==> src/rtl/uart_pkg.sv <==
`default_nettype none
// +----------------------------------------------------------------------+
// | uart_pkg: constants and FSM state type shared by uart_tx / uart_rx   |
// | Revision: 1.0                                                        |
// +----------------------------------------------------------------------+
package uart_pkg;

  localparam int UART_CPB        = 434;
  localparam int UART_DATA_BITS  = 8;
  localparam int UART_FRAME_BITS = 10;

  typedef enum logic [1:0] {
    ST_IDLE  = 2'd0,
    ST_START = 2'd1,
    ST_DATA  = 2'd2,
    ST_STOP  = 2'd3
  } uart_state_e;

endpackage : uart_pkg
`default_nettype wire

==> src/rtl/uart_sync_fifo.sv <==
`default_nettype none
// +----------------------------------------------------------------------+
// | uart_sync_fifo: single-clock FIFO with first-word-fall-through head  |
// | Revision: 1.0                                                        |
// +----------------------------------------------------------------------+
module uart_sync_fifo #(
  parameter int WIDTH = 8,
  parameter int DEPTH = 8
) (
  input  logic                     clk,
  input  logic                     rst,
  input  logic                     push,
  input  logic                     pop,
  input  logic [WIDTH-1:0]         din,
  output logic [WIDTH-1:0]         dout,
  output logic [$clog2(DEPTH):0]   count,
  output logic                     full,
  output logic                     empty
);

  localparam int c_PTR_W = $clog2(DEPTH);
  localparam logic [c_PTR_W:0] c_FULL = (c_PTR_W+1)'(DEPTH);

  logic [WIDTH-1:0]   r_mem [DEPTH];
  logic [c_PTR_W-1:0] r_wr_ptr;
  logic [c_PTR_W-1:0] r_rd_ptr;
  logic [c_PTR_W:0]   r_count;
  logic               w_wr;
  logic               w_rd;

  assign full  = (r_count == c_FULL);
  assign empty = (r_count == '0);
  assign count = r_count;
  assign dout  = r_mem[r_rd_ptr];

  // Guard internally too, so a misbehaving caller cannot corrupt the count.
  assign w_wr = push && !full;
  assign w_rd = pop && !empty;

  always_ff @(posedge clk) begin
    if (w_wr) begin
      r_mem[r_wr_ptr] <= din;
    end
  end

  always_ff @(posedge clk or negedge rst) begin
    if (!rst) begin
      r_wr_ptr <= '0;
      r_rd_ptr <= '0;
      r_count  <= '0;
    end else begin
      if (w_wr) begin
        r_wr_ptr <= r_wr_ptr + 1'b1;
      end
      if (w_rd) begin
        r_rd_ptr <= r_rd_ptr + 1'b1;
      end
      case ({w_wr, w_rd})
        2'b10:   r_count <= r_count + 1'b1;
        2'b01:   r_count <= r_count - 1'b1;
        default: r_count <= r_count;
      endcase
    end
  end

endmodule : uart_sync_fifo
`default_nettype wire

==> src/rtl/uart_tx_fifo.sv <==
`default_nettype none
// +----------------------------------------------------------------------+
// | uart_tx_fifo: 8N1 UART transmitter fed by a byte FIFO                |
// | Revision: 1.0                                                        |
// +----------------------------------------------------------------------+
module uart_tx_fifo
  import uart_pkg::*;
#(
  parameter int CPB   = UART_CPB,
  parameter int DEPTH = 8
) (
  input  logic                   clk,
  input  logic                   rst,
  input  logic [7:0]             tx_data,
  input  logic                   tx_valid,
  output logic                   tx_ready,
  output logic                   tx,
  output logic                   tx_busy,
  output logic                   tx_done,
  output logic [$clog2(DEPTH):0] fifo_count
);

  localparam int c_CNT_W = (CPB > 1) ? $clog2(CPB) : 1;
  localparam int c_IDX_W = $clog2(UART_DATA_BITS);
  localparam logic [c_CNT_W-1:0] c_CNT_LAST = c_CNT_W'(CPB - 1);
  localparam logic [c_CNT_W-1:0] c_CNT_DONE = c_CNT_W'(CPB - 2);
  localparam logic [c_IDX_W-1:0] c_IDX_LAST = c_IDX_W'(UART_DATA_BITS - 1);

  uart_state_e        r_state;
  logic [c_CNT_W-1:0] r_cnt;
  logic [c_IDX_W-1:0] r_idx;
  logic [7:0]         r_shift;
  logic               r_tx;
  logic               r_busy;
  logic               r_done;

  logic               w_push;
  logic               w_pop;
  logic               w_full;
  logic               w_empty;
  logic               w_bit_end;
  logic [7:0]         w_head;

  assign tx_ready  = !w_full;
  assign w_push    = tx_valid && !w_full;
  assign w_bit_end = (r_cnt == c_CNT_LAST);
  // Popping at the last stop clock lets the next start bit follow with no gap.
  assign w_pop     = !w_empty &&
                     ((r_state == ST_IDLE) || ((r_state == ST_STOP) && w_bit_end));

  assign tx      = r_tx;
  assign tx_busy = r_busy;
  assign tx_done = r_done;

  uart_sync_fifo #(
    .WIDTH (8),
    .DEPTH (DEPTH)
  ) u_fifo (
    .clk   (clk),
    .rst   (rst),
    .push  (w_push),
    .pop   (w_pop),
    .din   (tx_data),
    .dout  (w_head),
    .count (fifo_count),
    .full  (w_full),
    .empty (w_empty)
  );

  always_ff @(posedge clk or negedge rst) begin
    if (!rst) begin
      r_state <= ST_IDLE;
      r_cnt   <= '0;
      r_idx   <= '0;
      r_shift <= '0;
      r_tx    <= 1'b1;
      r_busy  <= 1'b0;
      r_done  <= 1'b0;
    end else begin
      // Registered one clock early so the pulse covers the final stop clock.
      r_done <= (r_state == ST_STOP) && (r_cnt == c_CNT_DONE);
      r_cnt  <= w_bit_end ? '0 : r_cnt + 1'b1;

      case (r_state)
        ST_IDLE: begin
          r_cnt <= '0;
          r_tx  <= 1'b1;
          if (w_pop) begin
            r_shift <= w_head;
            r_state <= ST_START;
            r_tx    <= 1'b0;
            r_busy  <= 1'b1;
          end
        end

        ST_START: begin
          if (w_bit_end) begin
            r_state <= ST_DATA;
            r_idx   <= '0;
            r_tx    <= r_shift[0];
          end
        end

        ST_DATA: begin
          if (w_bit_end) begin
            if (r_idx == c_IDX_LAST) begin
              r_state <= ST_STOP;
              r_tx    <= 1'b1;
            end else begin
              r_shift <= r_shift >> 1;
              r_tx    <= r_shift[1];
              r_idx   <= r_idx + 1'b1;
            end
          end
        end

        ST_STOP: begin
          if (w_bit_end) begin
            if (w_pop) begin
              r_shift <= w_head;
              r_state <= ST_START;
              r_tx    <= 1'b0;
            end else begin
              r_state <= ST_IDLE;
              r_busy  <= 1'b0;
            end
          end
        end

        default: begin
          r_state <= ST_IDLE;
          r_tx    <= 1'b1;
          r_busy  <= 1'b0;
        end
      endcase
    end
  end

endmodule : uart_tx_fifo
`default_nettype wire

==> config.mk <==
export PLATFORM = sky130hd
export DESIGN_NAME = uart_tx_fifo
export DESIGN_NICKNAME = d
export VERILOG_FILES = /design/src/rtl/uart_pkg.sv /design/src/rtl/uart_sync_fifo.sv /design/src/rtl/uart_tx_fifo.sv
export SDC_FILE = /design/constraint.sdc
export NUM_CORES = 1
export LEC_CHECK = 0
export BUFFER_PORTS_ARGS = -buffer_cell sky130_fd_sc_hd__buf_2
export CORE_UTILIZATION = 51
export DETAILED_ROUTE_END_ITERATION = 10
export HOLD_SLACK_MARGIN = 0.08
export PLACE_DENSITY_LB_ADDON = 0.2
export RECOVER_POWER = 50
export SLEW_MARGIN = 5
export SYNTH_ARGS = -nofsm -noshare
export SYNTH_HDL_FRONTEND = slang
export SYNTH_HIERARCHICAL = 1
export SYNTH_SLANG_ARGS = --single-unit
==> constraint.sdc <==
create_clock -name clk -period 10.15 [get_ports clk]
set_input_delay 0.5075 -clock clk [delete_from_list [all_inputs] [get_ports clk]]
set_output_delay 0.5075 -clock clk [all_outputs]
set_load 0.005 [all_outputs]
* Word-level counts from Yosys, hierarchy flattened
Memory sizes are Yosys's and may differ from the RTL's.
Index checks and enable logic that the tools add are counted.
** Storage, ports and cells
- Flip-flop bits (word level) :: 35
- Word-level logic and storage cells :: 86
- Bits in writable memories :: 64
- Output and inout port bits :: 8
- Memories :: 1
** Cells by class
- Reductions and logical operators :: 20
- Add/sub/neg operators :: 6
- Equal/unequal tests :: 17
- Multiplexer cells :: 32
** Memory list
- u_fifo.r_mem :: words 8, bits a word 8, rd ports 1, clocked after memory_dff 0, write ports 1, line uart_sync_fifo.sv:24 : logic [WIDTH-1:0] r_mem [DEPTH];
** Operators with widths (count)
- two-way mux 8 bit :: 4
- one-hot mux 8 bit (3 select lines) :: 1
- == test 9 bit, second input constant :: 2
- two-way mux 9 bit :: 2
- AND reduction 4 bit :: 4
- two-way mux 1 bit :: 12
- != test 2 bit, second input constant :: 6
- two-way mux 2 bit :: 5
- adder 3 x 1 -> 3 bit, second input constant :: 3
- adder 9 x 1 -> 9 bit, second input constant :: 1
- two-way mux 3 bit :: 3
- one-hot mux 2 bit (4 select lines) :: 1
- one-hot mux 4 bit (2 select lines) :: 1
- == test 2 bit, second input constant :: 3
- logical AND 1 bit :: 6
- one-hot mux 3 bit (2 select lines) :: 1
- nonzero test 2 bit :: 3
- AND reduction 5 bit :: 1
- adder 4 x 1 -> 4 bit, second input constant :: 1
- == test 2 x 1 -> 1 bit, second input constant :: 2
- == test 4 bit, second input constant :: 1
- zero test 4 bit :: 1
- != test 2 x 1 -> 1 bit, second input constant :: 2
- one-hot mux 1 bit (4 select lines) :: 1
- other kinds (7) :: 8

* Depth between registers and ports, before layout
Gate-level depths: netlist (run 1).
- Word-level depth :: 7
- Mapped depth :: 12

* Modules after synthesis
The synthesis (run 1) kept the hierarchy.
** Modules (own cells, without submodules)
- uart_sync_fifo :: seq. area each 2172.1 um^2, cells an instance 160, instances 1, area each 3124.2 um^2
- uart_tx_fifo :: seq. area each 626.9 um^2, cells an instance 141, instances 1, area each 1503.9 um^2

* Worst setup path after synthesis (run 1)
Ideal clock, no wire load.
- Path type :: reg-to-reg
- From :: register u_fifo.r_count[0], in the netlist u_fifo/count[0]
- To :: register u_fifo.r_count[3], in the netlist u_fifo/count[3]
- Setup slack :: 6.747 ns
- Cell stages (with the launch flop) :: 11
- Required time :: 10.016 ns
- Clock period less this slack :: 3.403 ns
- Data arrival time :: 3.269 ns
- Cell sequence :: dfrtp_1 -> nor4_1 -> and2b_1 -> a21o_1 -> o41ai_1 -> inv_1 -> ha_1 -> ha_1 -> or4b_2 -> o311ai_0 -> o211ai_1
** Between the ends
- Cells in the longest elaborated chain, start to end :: 6
- Elaborated cells on any way between the ends :: 14
** Ends and longest elaborated chain
- from (decl) :: line uart_sync_fifo.sv:27 : logic [c_PTR_W:0] r_count;
- from (signal assigned) :: line uart_sync_fifo.sv:59 : 2'b10: r_count <= r_count + 1'b1;
- from (signal assigned) :: line uart_sync_fifo.sv:60 : 2'b01: r_count <= r_count - 1'b1;
- from (signal assigned) :: line uart_sync_fifo.sv:61 : default: r_count <= r_count;
- zero test 4 bit * :: line uart_sync_fifo.sv:32 : assign empty = (r_count == '0);
- named net w_empty :: line uart_tx_fifo.sv:40 : logic w_empty;
- zero test 1 bit * :: line uart_tx_fifo.sv:48 : assign w_pop = !w_empty &&
- logical AND 1 bit * :: line uart_tx_fifo.sv:48
- named net w_pop :: line uart_tx_fifo.sv:38 : logic w_pop;
- logical AND 1 bit * :: line uart_sync_fifo.sv:38 : assign w_rd = pop && !empty;
- named net u_fifo.w_rd :: line uart_sync_fifo.sv:29 : logic w_rd;
- == test 2 x 1 -> 1 bit or == test 2 bit (tied branches) :: line uart_sync_fifo.sv:58 : case ({w_wr, w_rd})
- one-hot mux 4 bit (2 select lines) or nonzero test 2 bit (tied branches)
The timed path passes the listed nets; every way through them passes the cells marked *.
A chain may end at the register's enable or synchronous reset.

* Worst setup path in the final report (run 1)
Same ends and word-level chain as after synthesis.

==> flow_metrics.tcl, run 1 <==
set metrics [dict create \
    status "finished, violations left" \
    violations "capacitance limit, slew limit" \
    vias_per_cell 5.88 \
    maxClockFrequency_ghz 0.270 \
    cpMostUsedCell "sky130_fd_sc_hd__ha_1" \
    synth-edff-count 64 \
    placementRows 34 \
    die-width_um 97.3 \
    die-area_um2 9460 \
    finalWirelength_mm 8.10 \
    clock-skew-final_ps 22.7 \
    post-route-drc-count 0 \
    antenna_violations_before_repair 0 \
    synth-seq-area-share_pct 60.5 \
    grt_setup_unrepaired "no" \
    min-delay-start "tx_data[1]" \
    finalCritPeriodShare_pct 36.5 \
    count_of_pins_on_the_block_boundary 19 \
    worst_slew_margin_rel_pct -26.6 \
    numCtsBuffers 9 \
    drv_cap 1 \
    crit_fanout 9 \
    routed-wl-met3_um 407 \
    timing.critical_path.slowest_cell_delay_ps 770 \
    synth_area_um2 4630 \
    dpl.cell_count 419 \
    yosys.cell_count.top_type "sky130_fd_sc_hd__edfxtp_1" \
    area_used_by_multi_input_combinational_logic_um2 1720 \
    ff_latch_area_um2 2800 \
    initial_core_util_pct 52.8 \
    synthDistinctLibCells 57 \
    gp_congestion 0.796 \
    wl_per_cell_um 18.6 \
    startpoint_type "flip-flop" \
    detailed_place_hpwl_mm 5.27 \
    synth_warnings 6 \
    floorplan.core_area_um2 8760 \
    cp_num_buf_inv 1 \
    synth_top_area_share_pct 41.5 \
    highest_metal_layer_used_by_the_detailed_router "met4" \
    leakage_dissipation_uw 0.00187 \
    critPathKind "reg -> reg" \
    drt_iter0_markers 122 \
    ctsHtreeMaxLevel 3 \
    io_buffers 18 \
    dieHeight_um 97.3 \
    track_usage_pct 18.2 \
    power-per-cell-area_nw_per_um2 181 \
    netlist_top_cells_count "sky130_fd_sc_hd__edfxtp_1, sky130_fd_sc_hd__dfrtp_1, sky130_fd_sc_hd__nor2_1, sky130_fd_sc_hd__mux4_1" \
    worstSetupStartpoint "u_fifo/count[0]" \
    yosys_most_used_dff "sky130_fd_sc_hd__edfxtp_1" \
    critical_path_arrival_ps 3970 \
    met1_length_mm 3.47 \
    fin_nets 349 \
    peakVddDrop_mv 0.0884 \
    synthesis.area_per_instance_um2 15.4 \
    slew_viol_final 36 \
    synth_largest_area_cell "sky130_fd_sc_hd__edfxtp_1" \
    clk_root_buffer_cell "sky130_fd_sc_hd__clkbuf_8" \
    cts.sink_count 99 \
    cts.repair.resized 0 \
    max-clock-path-buffers 2 \
    synth_async_sr_flop_share_pct 35.4 \
    crit_slowest_cell "sky130_fd_sc_hd__nor4_1" \
    pin_count_of_the_biggest_net_entering_global_routing 36 \
    post_cts_buffers 0 \
    number_of_standard_cells_in_the_layout_taps_in_and_fillers_out 435 \
    cp_data_required_time_ps 10410 \
    synth.top_cells.by_area "sky130_fd_sc_hd__edfxtp_1, sky130_fd_sc_hd__dfrtp_1, sky130_fd_sc_hd__mux4_1" \
    critical_path.reg2reg.startpoint "u_fifo/count[0]" \
    n_fill_cell 688 \
    detail-route-antenna-nets 0 \
    setup_tns_ps 0 \
    tightest_slew_ps 1900 \
    drive_gt1_share_pct 17.4 \
    layout_area_growth_over_synthesis_pct 7.92 \
    number_of_setup_violations_in_the_final_report 0 \
    vias_in_the_first_global_route 2493 \
    crit_path_end_kind "flip-flop" \
    grt_pass1_wl_mm 13.1 \
    antennaDiodeCount 0 \
    postSynthNetCount 328 \
    post-route-min-period_ps 3710 \
    clock_insertion_delay_worst_skew_ps 370 \
    cts_tree "yes" \
    critical-path-top-delay-family "simple AND/OR/NAND/NOR gates" \
    met2RoutedLength_mm 4.14 \
    ctsHoldBuffers 0 \
    yosys_register_bits 99 \
    postSynthCellCount 301 \
    iteration_count_of_the_initial_detailed_routing_pass 4 \
    vias 2556 \
    finalHoldViolations 0 \
    clkTransAtPathRegs_ps 120 \
    timing.hold.worst.class "in -> reg" \
    grt_remaining_overflow 0 \
    crit_path_cell_trace "nor4_1 -> and2b_1 -> a21o_1 -> o41ai_1 -> inv_1 -> ha_1 -> ha_1 -> or4b_2 -> o311ai_0 -> o211ai_1" \
]
per-layer routing:
layer / global-route usage (%) / vias up
met1: 23.0 / 1269
met4: 5.09 / 0
met2: 31.2 / 52
met3: 4.82 / 8
li1: - / 1227
met5: 0 / -
cells by family after synthesis:
logic type      synth area share (%)
compound gates                  9.27
xor+xnor                        2.08
fa+ha+maj                       4.49
buf+inv                         2.60
flops                           60.5
mux                             12.0
simple gates                    9.11
power breakdown:
group | internal (uW) | switching (uW)
Sequential | 486 | 30.5
Combinational | 54.4 | 76.8
Clock | 100 | 159
Total | 640 | 266
layout make-up:
cell class	count	share of cell area [%]
inverters	15	1.13
well taps	108	2.71
flip-flops and latches	99	56.0
clock inverters	7	1.78
multi-input cells	179	34.3
clock buffers	9	2.48
repair buffers	18	1.53
placed cells by master, fill, tap and decap left out, drive strengths merged, types with 4 or more instances in the layout:
| cell | Yosys | final |
|---|---|---|
| edfxtp | 64 | 64 |
| dfrtp | 34 | 34 |
| clkbuf | 1 | 20 |
| nor2 | 18 | 18 |
| inv | 15 | 18 |
| mux4 | 16 | 16 |
| ha | 15 | 15 |
| nand2 | 12 | 12 |
| mux2 | 11 | 11 |
| a21oi | 10 | 10 |
| nand3 | 9 | 9 |
| o21ai | 9 | 9 |
| xnor2 | 8 | 8 |
| o21bai | 7 | 7 |
| o221a | 7 | 7 |
| buf | 7 | 7 |
| a22o | 5 | 5 |
| nor3 | 5 | 5 |
| clkinv | 0 | 4 |
state kept, by name, indices dropped and copies added, names as in the netlist:
| register | cells |
|---|---|
| u_fifo/r_rd_ptr | 3 |
| u_fifo/r_mem | 64 |
| r_cnt | 9 |
| tx | 1 |
| u_fifo/r_wr_ptr | 3 |
| u_fifo/count | 4 |
| tx_done | 1 |
| r_shift | 8 |
| tx_busy | 1 |
| r_idx | 3 |
| r_state | 2 |
per-stage QoR:
stage / setup WS (ps) / total power, uW / cell area (um2) / hold slack (ps) / utilization [%]
final: 6440 / 906 / 4990 / 466 / 57.0
after global placement: 6530 / 652 / 4800 / 483 / 54.8
after detailed placement: 6450 / 658 / 4800 / 494 / 54.8
after CTS: 6430 / 914 / 5010 / 220 / 57.2
after global routing: 6160 / 947 / 4990 / 453 / 57.0
after floorplan: 6750 / 604 / 4630 / 212 / -
worst paths after layout:
| check | slack, ps | end | cells past startpoint |
|---|---|---|---|
| max | 6440 | u_fifo/count[3] | 10 |
| min | 470 | u_fifo/r_mem[1][1] | 1 |
| max reg2reg | 6440 | u_fifo/count[3] | 10 |
| min reg2reg | 510 | tx | 2 |
| max in group asynchronous | 8400 | r_state[0] | 1 |
| min in group asynchronous | 640 | u_fifo/count[3] | 1 |
Note: power is estimated with default switching activity, not from simulation.
==> run 2, diff against run 1 <==
clock period = 3.01 ns   (was 10.15 ns; I/O delays follow)
==> run 2 against run 1 <==
Effect of this change:
- the run still ends with capacitance limit, slew limit left
- wire length increased by 3.0%
- combinational power increased to 4.4 times the previous value
- first-iteration DRC count up 8.2%
- cell count is 8.0% higher
- cell area is 6.9% higher
- non-clock buffer count grew 35
- power grew to 3.5 times the previous value
- worst hold slack worse by 220 ps
- via count up 6.5%
- die area unchanged
- maximum frequency increased by 28%
- worst setup slack worse by 6300 ps
- critical path type unchanged
- highest routed layer unchanged
==> flow_metrics.tcl, run 2 (synthesized netlist as in run 1, its figures left out) <==
set metrics [dict create \
    placementRows 34 \
    clkTransAtPathRegs_ps 110 \
    post-route-drc-count 0 \
    final_common_cell "sky130_fd_sc_hd__edfxtp_1" \
    peakVddDrop_mv 0.391 \
    drv_cap 1 \
    finalCritPeriodShare_pct 96.1 \
    layout_area_growth_over_synthesis_pct 15.4 \
    crit_path_end_kind "flip-flop" \
    critical-path-top-delay-family "compound AO/OA/AOI/OAI gates" \
    finalWirelength_mm 8.35 \
    antennaDiodeCount 0 \
    finish.utilization_pct 60.9 \
    number_of_setup_violations_in_the_final_report 0 \
    crit_slowest_cell "sky130_fd_sc_hd__dfrtp_2" \
    flip_flop_count_of_the_largest_register_after_layout 64 \
    cp_num_cells 11 \
    cp_num_buf_inv 2 \
    numCtsBuffers 9 \
    finalHoldViolations 0 \
    crit_fanout 6 \
    power-per-cell-area_nw_per_um2 600 \
    layout_top_registers "u_fifo/r_mem x64, r_cnt x9, r_shift x8" \
    gp_congestion 0.813 \
    max-clock-path-buffers 2 \
    crit_path_cell_trace "nor4_4 -> and2b_1 -> a21o_1 -> o41ai_2 -> inv_1 -> ha_4 -> buf_4 -> ha_1 -> a21oi_1 -> mux2_2 -> o211ai_1" \
    iteration_count_of_the_initial_detailed_routing_pass 4 \
    number_of_standard_cells_in_the_layout_taps_in_and_fillers_out 470 \
    critPathKind "reg -> reg" \
    cells_on_worst_hold_path 4 \
    wl_per_cell_um 17.8 \
    dieHeight_um 97.3 \
    maxClockFrequency_ghz 0.346 \
    timing.critical_path.slowest_cell_delay_ps 470 \
    grt_remaining_overflow 0 \
    drive_gt1_share_pct 24.9 \
    die-area_um2 9460 \
    antenna_violations_before_repair 0 \
    leakage_dissipation_uw 0.00205 \
    vias_per_cell 5.79 \
    count_of_pins_on_the_block_boundary 19 \
    hold_ws_ps 248 \
    cp_data_required_time_ps 3290 \
    slew_viol_final 36 \
    top_register_by_number_of_flip_flops "u_fifo/r_mem" \
    top_library_cells_by_usage_in_the_layout_fill_and_taps_aside "sky130_fd_sc_hd__edfxtp_1, sky130_fd_sc_hd__dfrtp_1, sky130_fd_sc_hd__buf_4" \
    cts.sink_count 99 \
    worst_r2r_path_depth 11 \
    fin_nets 384 \
    timing.hold.worst.class "in -> reg" \
    die-width_um 97.3 \
    pre_cts_slack_ps -7.02 \
    final_cell_area_um2 5340 \
    grt_pass1_wl_mm 13.5 \
    dpl.cell_count 440 \
    ctsHtreeMaxLevel 3 \
    vias_in_the_first_global_route 2768 \
    initial_core_util_pct 52.8 \
    cts_tree "yes" \
    worst_slew_margin_rel_pct -32.1 \
    worst_slack_ps 118 \
    detailed_place_hpwl_mm 5.63 \
    track_usage_pct 18.6 \
    clock_insertion_delay_worst_skew_ps 370 \
    critical_path_arrival_ps 3180 \
    startpoint_type "flip-flop" \
    clk_root_buffer_cell "sky130_fd_sc_hd__clkbuf_8" \
    clock-skew-final_ps 12.0 \
    floorplan.core_area_um2 8760 \
    vias 2722 \
    post-route-min-period_ps 2890 \
    io_buffers 18 \
    pin_count_of_the_biggest_net_entering_global_routing 36 \
    dpl-instance-area_um2 4990 \
    status "finished, violations left" \
    drt_iter0_markers 132 \
    violations "capacitance limit, slew limit" \
    detail-route-antenna-nets 0 \
    tightest_slew_ps 1980 \
]
run 2: changes by cell type in the layout (fill, tap and decap cells not counted), moves of 2 or more:
cell / delta
sky130_fd_sc_hd__clkinv_8: -2
sky130_fd_sc_hd__nor3_2: -2
sky130_fd_sc_hd__ha_4: +2
sky130_fd_sc_hd__buf_4: +26
sky130_fd_sc_hd__nor3_1: +2
sky130_fd_sc_hd__ha_1: -2
sky130_fd_sc_hd__dlygate4sd3_1: +9
sky130_fd_sc_hd__inv_12: +2
run 2: final cells by class:
type                       instances  area, um2
clock buffer                       9        124
clock inverter                     7       91.3
fill                             681       3420
inverter                          15       56.3
multi-input combinational        179       1770
sequential                        99       2800
tap                              108        135
timing repair buffer              53        363
run 2: power breakdown:
part	leakage [uW]	switching [uW]	internal, uW
Sequential	0.00101	94.2	1640
Clock	0.000109	547	350
Combinational	0.000931	300	275
Total	0.00205	941	2260
run 2: metal layers:
layer / wire length (um) / GRT usage [%] / vias to the layer above
met5: 0 / 0 / -
met4: 109 / 5.77 / 0
met3: 208 / 4.32 / 13
met2: 4240 / 32.2 / 38
met1: 3790 / 23.1 / 1370
li1: - / - / 1301
run 2: per-stage QoR:
| step | total power [uW] | TNS [ps] |
|---|---|---|
| 6_report | 3200 | 0 |
| 5_1_grt | 3340 | -23.9 |
| 4_1_cts | 3210 | 0 |
| 3_5_place_dp | 2320 | -7.02 |
| 3_3_place_gp | 2280 | 0 |
| 2_1_floorplan | 2070 | 0 |
run 2: worst register-to-register path, delay by kind of cell (launching register included):
family | cells | cell delay [ps]
multiplexers | 1 | 360
AND/OR/NAND/NOR | 2 | 540
buffers and inverters | 2 | 300
AO/OA/AOI/OAI | 4 | 630
adder cells (fa/ha/maj) | 2 | 500
flip-flops | 1 | 470
run 2: final timing paths:
| path | endpoint | startpoint | slack (ps) |
|---|---|---|---|
| hold / removal | u_fifo/r_wr_ptr[2] | tx_valid | 250 |
| max in group asynchronous | u_fifo/count[0] | rst | 870 |
| min in group asynchronous | r_cnt[6] | rst | 860 |
| setup reg to reg | u_fifo/count[3] | u_fifo/count[0] | 120 |
| setup / recovery | u_fifo/count[3] | u_fifo/count[0] | 120 |
| hold reg to reg | tx | tx | 500 |
run 2: repair_timing:
action,4_1_cts,5_1_grt
pin swaps,0,3
buffers inserted,1,4
hold endpoints to repair,98,0
setup endpoints to repair,1,1
hold buffers,9,0
resized for setup,0,6
